==> src/rtl/vpe_feature_feeder_if.sv <==
// Handshake bundle between parser, feature feeder and VPE kernel.
// master: parser/kernel side; slave: feeder side.
interface vpe_feature_feeder_if #(
    parameter int unsigned DATA_W = 256
);
    logic              in_valid;
    logic [DATA_W-1:0] in_data;
    logic              in_ready;
    logic              fetch_pkt_feature;
    logic              pkt_feature_valid;
    logic [DATA_W-1:0] pkt_feature;

    modport master (
        output in_valid,
        output in_data,
        input  in_ready,
        output fetch_pkt_feature,
        input  pkt_feature_valid,
        input  pkt_feature
    );

    modport slave (
        input  in_valid,
        input  in_data,
        output in_ready,
        input  fetch_pkt_feature,
        output pkt_feature_valid,
        output pkt_feature
    );
endinterface

==> src/rtl/vpe_feature_feeder.sv <==
// Circular FIFO of parser feature vectors, served one per kernel fetch with a
// single outstanding request and a one-cycle valid strobe on the registered read.
module vpe_feature_feeder #(
    parameter int unsigned DATA_W = 256,
    parameter int unsigned DEPTH  = 16,
    localparam int unsigned AW    = $clog2(DEPTH)
) (
    input  logic                       clk,
    input  logic                       rst,
    input  logic                       flush_i,
    vpe_feature_feeder_if.slave        feed_io,
    output logic [AW:0]                occupancy_o,
    output logic [31:0]                served_cnt_o
);

    localparam logic [AW:0]   OCC_FULL = DEPTH[AW:0];
    localparam logic [AW:0]   OCC_ONE  = {{AW{1'b0}}, 1'b1};
    localparam logic [AW-1:0] PTR_ONE  = {{(AW-1){1'b0}}, 1'b1};

    typedef enum logic [0:0] {
        StIdle,
        StPend
    } state_e;

    state_e            state_q, state_d;
    logic [AW-1:0]     wr_ptr_q, wr_ptr_d;
    logic [AW-1:0]     rd_ptr_q, rd_ptr_d;
    logic [AW:0]       occ_q, occ_d;
    logic [31:0]       served_q, served_d;
    logic              valid_q, valid_d;
    logic [DATA_W-1:0] feat_q, feat_d;
    logic [DATA_W-1:0] mem_q [DEPTH];

    logic empty;
    logic full;
    logic wr_en;
    logic pop;

    assign empty = (occ_q == '0);
    assign full  = (occ_q == OCC_FULL);
    // Ready comes only from registered occupancy, so a same-cycle pop never frees a slot.
    assign wr_en = feed_io.in_valid & ~full & ~flush_i;

    // Request FSM: decides when a pop happens.
    always_comb begin
        state_d = state_q;
        pop     = 1'b0;
        unique case (state_q)
            StIdle: begin
                if (feed_io.fetch_pkt_feature) begin
                    if (!empty) begin
                        pop = 1'b1;
                    end else begin
                        state_d = StPend;
                    end
                end
            end
            StPend: begin
                if (!empty) begin
                    pop     = 1'b1;
                    state_d = StIdle;
                end
            end
            default: state_d = StIdle;
        endcase
        if (flush_i) begin
            state_d = StIdle;
            pop     = 1'b0;
        end
    end

    // Datapath next-state.
    always_comb begin
        wr_ptr_d = wr_ptr_q;
        rd_ptr_d = rd_ptr_q;
        occ_d    = occ_q;
        served_d = served_q;
        valid_d  = pop;
        feat_d   = feat_q;
        if (flush_i) begin
            wr_ptr_d = '0;
            rd_ptr_d = '0;
            occ_d    = '0;
            served_d = '0;
        end else begin
            if (wr_en) begin
                wr_ptr_d = wr_ptr_q + PTR_ONE;
            end
            if (pop) begin
                rd_ptr_d = rd_ptr_q + PTR_ONE;
                feat_d   = mem_q[rd_ptr_q];
                if (served_q != 32'hFFFF_FFFF) begin
                    served_d = served_q + 32'd1;
                end
            end
            unique case ({wr_en, pop})
                2'b10:   occ_d = occ_q + OCC_ONE;
                2'b01:   occ_d = occ_q - OCC_ONE;
                default: occ_d = occ_q;
            endcase
        end
    end

    always_ff @(posedge clk or posedge rst) begin
        if (rst) begin
            state_q  <= StIdle;
            wr_ptr_q <= '0;
            rd_ptr_q <= '0;
            occ_q    <= '0;
            served_q <= '0;
            valid_q  <= 1'b0;
            feat_q   <= '0;
        end else begin
            state_q  <= state_d;
            wr_ptr_q <= wr_ptr_d;
            rd_ptr_q <= rd_ptr_d;
            occ_q    <= occ_d;
            served_q <= served_d;
            valid_q  <= valid_d;
            feat_q   <= feat_d;
        end
    end

    // Storage is deliberately left out of reset.
    always_ff @(posedge clk) begin
        if (wr_en) begin
            mem_q[wr_ptr_q] <= feed_io.in_data;
        end
    end

    assign feed_io.in_ready          = ~full;
    assign feed_io.pkt_feature_valid = valid_q;
    assign feed_io.pkt_feature       = feat_q;
    assign occupancy_o               = occ_q;
    assign served_cnt_o              = served_q;

endmodule

==> src/flat_wrapper.sv <==
// flat-port wrapper written by rule: the top's interface ports become plain ports
module vpe_feature_feeder_flat 
#(
    parameter int unsigned DATA_W = 256,
    parameter int unsigned DEPTH  = 16,
    localparam int unsigned AW    = $clog2(DEPTH)
)
  (clk, rst, flush_i, occupancy_o, served_cnt_o, feed_io_in_valid, feed_io_in_data, feed_io_in_ready, feed_io_fetch_pkt_feature, feed_io_pkt_feature_valid, feed_io_pkt_feature);
  vpe_feature_feeder_if #(.DATA_W(DATA_W)) feed_io_i ();
  input  logic clk;
  input  logic rst;
  input  logic flush_i;
  output logic [AW:0] occupancy_o;
  output logic [31:0] served_cnt_o;
  input wire logic [$bits(feed_io_i.in_valid)-1:0] feed_io_in_valid;
  input wire logic [$bits(feed_io_i.in_data)-1:0] feed_io_in_data;
  output wire logic [$bits(feed_io_i.in_ready)-1:0] feed_io_in_ready;
  input wire logic [$bits(feed_io_i.fetch_pkt_feature)-1:0] feed_io_fetch_pkt_feature;
  output wire logic [$bits(feed_io_i.pkt_feature_valid)-1:0] feed_io_pkt_feature_valid;
  output wire logic [$bits(feed_io_i.pkt_feature)-1:0] feed_io_pkt_feature;
  assign feed_io_i.in_valid = feed_io_in_valid;
  assign feed_io_i.in_data = feed_io_in_data;
  assign feed_io_in_ready = feed_io_i.in_ready;
  assign feed_io_i.fetch_pkt_feature = feed_io_fetch_pkt_feature;
  assign feed_io_pkt_feature_valid = feed_io_i.pkt_feature_valid;
  assign feed_io_pkt_feature = feed_io_i.pkt_feature;
  vpe_feature_feeder #(.DATA_W(DATA_W), .DEPTH(DEPTH)) u_core (.clk(clk), .rst(rst), .flush_i(flush_i), .feed_io(feed_io_i), .occupancy_o(occupancy_o), .served_cnt_o(served_cnt_o));
endmodule
==> config.mk <==
export PLATFORM = sky130hd
export DESIGN_NAME = vpe_feature_feeder_flat
export DESIGN_NICKNAME = d
export VERILOG_FILES = /design/src/rtl/vpe_feature_feeder_if.sv /design/src/rtl/vpe_feature_feeder.sv /design/src/flat_wrapper.sv
export SDC_FILE = /design/constraint.sdc
export NUM_CORES = 2
export LEC_CHECK = 0
export CORE_UTILIZATION = 63
export CTS_BUF_LIST = sky130_fd_sc_hd__clkbuf_4
export DETAILED_ROUTE_END_ITERATION = 7
export PLACE_DENSITY_LB_ADDON = 0.2
export SLEW_MARGIN = 25
export SYNTH_ARGS = -nofsm -noshare
export SYNTH_HDL_FRONTEND = slang
export SYNTH_SLANG_ARGS = --single-unit
==> constraint.sdc <==
create_clock -name clk -period 23 [get_ports clk]
set_input_delay 2.3 -clock clk [delete_from_list [all_inputs] [get_ports clk]]
set_output_delay 2.3 -clock clk [all_outputs]
set_load 0.005 [all_outputs]
==> summary.txt <==
Final layout
  – Area growth from synthesis to layout: 14.39%
  – Proportion of layout cells with a drive suffix above 1: 0.3442
  – Final cell count without fillers: ~13k
  – # nets final: a little under 9k

CTS
  – CTS Buffer Depth: 5
  – Clk Latency, worst-skew pair: roughly 1.6 ns
  – Clock-pin transition on the worst setup and hold timing paths: 0.06 ns
  – Number of setup buffers added after CTS: 0
  – CTS Hold Bufs: 0
  – CTS tree: done
  – Htree depth: 7
  – CTS Buf Count: between 1k and 1.5k
  – CTS Root Cell: clkbuf_4
  – Resized cells post-CTS: 0
  – Clock sinks: between 4k and 5k

Power
  – Sw Pwr: roughly 5000 µW
  – PD cells: 103.4 mW/mm²
  – Clock Power Share: 0.327
  – Sw Share: 0.2556
  – Sequential share of power: 0.477
  – Worst vdd ir: 0.0001033 V
  – Comb power frac: 0.196
  – Internal power: ~15000 µW
  – Leakage power: 0.06129 µW

Critical path
  – Worst-path maximum fanout: a little over 60
  – Required @ worst endpoint: 24.44 ns
  – Worst Setup Path Type: register to register
  – Arrival time at the worst endpoint: roughly 7.5 ns
  – Worst setup EP type: register
  – Startpoint Class: register

Route
  – Post-route ant nets: 0
  – Routed wire length: ~380 mm
  – DRC Markers: 0
  – Initial DRT Pass Iterations: 5
  – Total number of vias: approximately 80k
  – Post-DR vias/cell: approximately 6.3
  – DRT iter0 DRCs: between 8k and 9k
  – WL/cell: around 30 µm

Global route
  – Largest net degree at the start of global routing: between 150 and 200
  – Total track usage: 0.2952
  – Global-route wire length before repair: 553.2 mm
  – GR Overflow Total: 0
  – Vias in the first global route: between 80k and 90k
  – Initial antenna violation count: 91

Synth
  – Post-synthesis cell count: between 7k and 8k
  – Register area share after synthesis: 0.7891
  – Mapped Nets: 7334
  – Yosys top cell area share: 0.7433
  – Dominant cell type by area after synthesis: edfxtp_1
  – Avg Inst Size Synth: ~23 µm²
  – #FFs+latches synth: around 4.4k
  – Cell with the most instances after synthesis: edfxtp_1
  – Top cells by area, synth: edfxtp_1 (74%), mux4_2 (17%), dfrtp_1 (4.6%)
  – Async S/R FF share, synth: 0.06888
  – Top cells by count, synth: edfxtp_1 (4096), mux4_2 (1280), nand2_1 (793), dfrtp_1 (303), clkbuf_1 (169)
  – Unique masters post-synth: 57
  – Synth Warn #: 0
  – Post-synth EDFFs: 4096
  – Synth Cell Area: roughly 0.17 mm²
  – Post-synth top flop: edfxtp_1

STA
  – Fin. max-slew vios: 0
  – Final setup viols: 0
  – Fin Hold WS: between 0.4 and 0.5 ns
  – Unrepaired setup endpoints after global routing: no
  – Worst Skew: roughly 0.094 ns
  – Final Hold Vio Count: 0
  – Max_slew headroom: 0.2130
  – Crit share post-route: 0.2626
  – Tmin final: between 6 and 7 ns
  – Worst Setup Slack, final: between 15 and 20 ns
  – Fmax achieved: 165.6 MHz
  – Worst-Margin Slew: 1.181 ns
  – Fin Setup TNS: 0 ns

Floorplan
  – Initial Util: 0.6355
  – Io pins: roughly 560
  – Die footprint: roughly 0.26 mm²
  – Die Y: a little over 500 µm
  – Die width: between 500 and 600 µm
  – Rows: about 190
  – Total core area: between 0.2 and 0.3 mm²

Placed design
  – IO Port Bufs: roughly 560
  – Pre-CTS setup slack: 15.70 ns
  – GPL Wtd Cong: ~0.77
  – DP HPWL: about 190 mm
  – Placed cell count: around 11k

Worst hold path
  – Hold WC Path Type: register to register

Status
  – Outcome: completed

Job
  – Max Cap Viol: 0
==> flip-flops by register name, indices dropped and copies added, names as in the netlist <==
signal,flops
u_core.feed_io.pkt_feature,256
u_core.wr_ptr_q,4
u_core.rd_ptr_q,4
u_core.feed_io.pkt_feature_valid,1
u_core.mem_q,4096
u_core.served_cnt_o,32
u_core.state_q,1
u_core.occupancy_o,5
==> final cells by class <==
cell class / instances / area (µm²)
Clock buffer: 1688 / 12670
Timing Repair Buffer: 691 / 7015
Tap cell: 3496 / 4374
Sequential cell: 4399 / 130600
Fill cell: 14940 / 71120
Antenna cell: 64 / 160.2
Multi-Input combinational cell: 2296 / 33410
Inverter: 10 / 52.55
Clock inverter: 192 / 1012
==> path summary, 6_finish.rpt <==
| kind | from | end | slack, ns | cells past startpoint |
|---|---|---|---|---|
| max | u_core.rd_ptr_q[0]$_DFFE_PP0P_ | u_core.feed_io.pkt_feature[135]$_DFFE_PP0P_ | 16.96 | 9 |
| max reg2reg | u_core.rd_ptr_q[0]$_DFFE_PP0P_ | u_core.feed_io.pkt_feature[135]$_DFFE_PP0P_ | 16.96 | 9 |
| max in group asynchronous | rst | u_core.feed_io.pkt_feature[80]$_DFFE_PP0P_ | 19.58 | 4 |
| min | u_core.feed_io.pkt_feature[12]$_DFFE_PP0P_ | u_core.feed_io.pkt_feature[12]$_DFFE_PP0P_ | 0.47 | 2 |
| min reg2reg | u_core.feed_io.pkt_feature[12]$_DFFE_PP0P_ | u_core.feed_io.pkt_feature[12]$_DFFE_PP0P_ | 0.47 | 2 |
| min in group asynchronous | rst | u_core.feed_io.pkt_feature[219]$_DFFE_PP0P_ | 1.25 | 2 |
==> cells by family (layout without fill, tap and decap cells) <==
| family | after synthesis | after routing | share of synthesized area |
|---|---|---|---|
| multiplexers | 1286 | 1286 | 0.1747 |
| XOR/XNOR | 9 | 9 | 0.0004764 |
| buffers and inverters | 370 | 2581 | 0.009716 |
| adder cells (fa/ha/maj) | 8 | 8 | 0.0006049 |
| other | 0 | 64 | 0 |
| AO/OA/AOI/OAI | 79 | 79 | 0.003146 |
| AND/OR/NAND/NOR | 914 | 914 | 0.02229 |
| flip-flops | 4399 | 4399 | 0.7891 |
==> power by group through the flow <==
stage | logic [µW] | registers [µW] | clock network [µW]
after floorplan | 2570 | 9460 | 0
after global placement | 3830 | 9490 | 0
after detailed placement | 3870 | 9500 | 0
after CTS | 3890 | 9330 | 6540
after global routing | 4110 | 9350 | 6940
final | 3830 | 9330 | 6400
==> metal layers <==
| metal | vias up | global-route usage | share of wire |
|---|---|---|---|
| li1 | 33350 | - | - |
| met3 | 761 | 0.06868 | 0.085 |
| met2 | 4160 | 0.4644 | 0.50 |
| met5 | - | 0 | 0.0012 |
| met1 | 42920 | 0.4012 | 0.38 |
| met4 | 68 | 0.1336 | 0.031 |
==> layout by cell type (no fill, tap or decap), drive strengths merged, types with 6 or more instances in the layout <==
master	count
clkdlybuf4s50	554
o31ai	18
nand2	793
dfrtp	303
edfxtp	4096
mux4	1280
bufinv	10
nor3	10
clkinv	159
or4	18
diode	64
xor2	6
o21ai	15
ha	8
clkbuf	1688
nand4	13
a21oi	28
nor2b	6
buf	137
nor2	34
nand3	11
or3	10
inv	32
==> stage by stage <==
stage / instance area, µm² / total power, µW / utilization
after floorplan: 165500 / 12030 / -
after global placement: 175300 / 13320 / 0.6730
after detailed placement: 175300 / 13370 / 0.6733
after CTS: 189000 / 19760 / 0.7259
after global routing: 189200 / 20400 / 0.7267
final: 189300 / 19560 / 0.7269
==> critical path, stage by stage (launching register included) <==
cell	delay [ns]
dfrtp_4	1.04
buf_4	0.85
buf_4	0.82
buf_12	0.45
buf_16	0.40
buf_4	0.77
mux4_2	0.60
mux4_2	0.49
nand2_1	0.09
nand2_1	0.06
No activity file was read; power rests on OpenSTA's default activity.
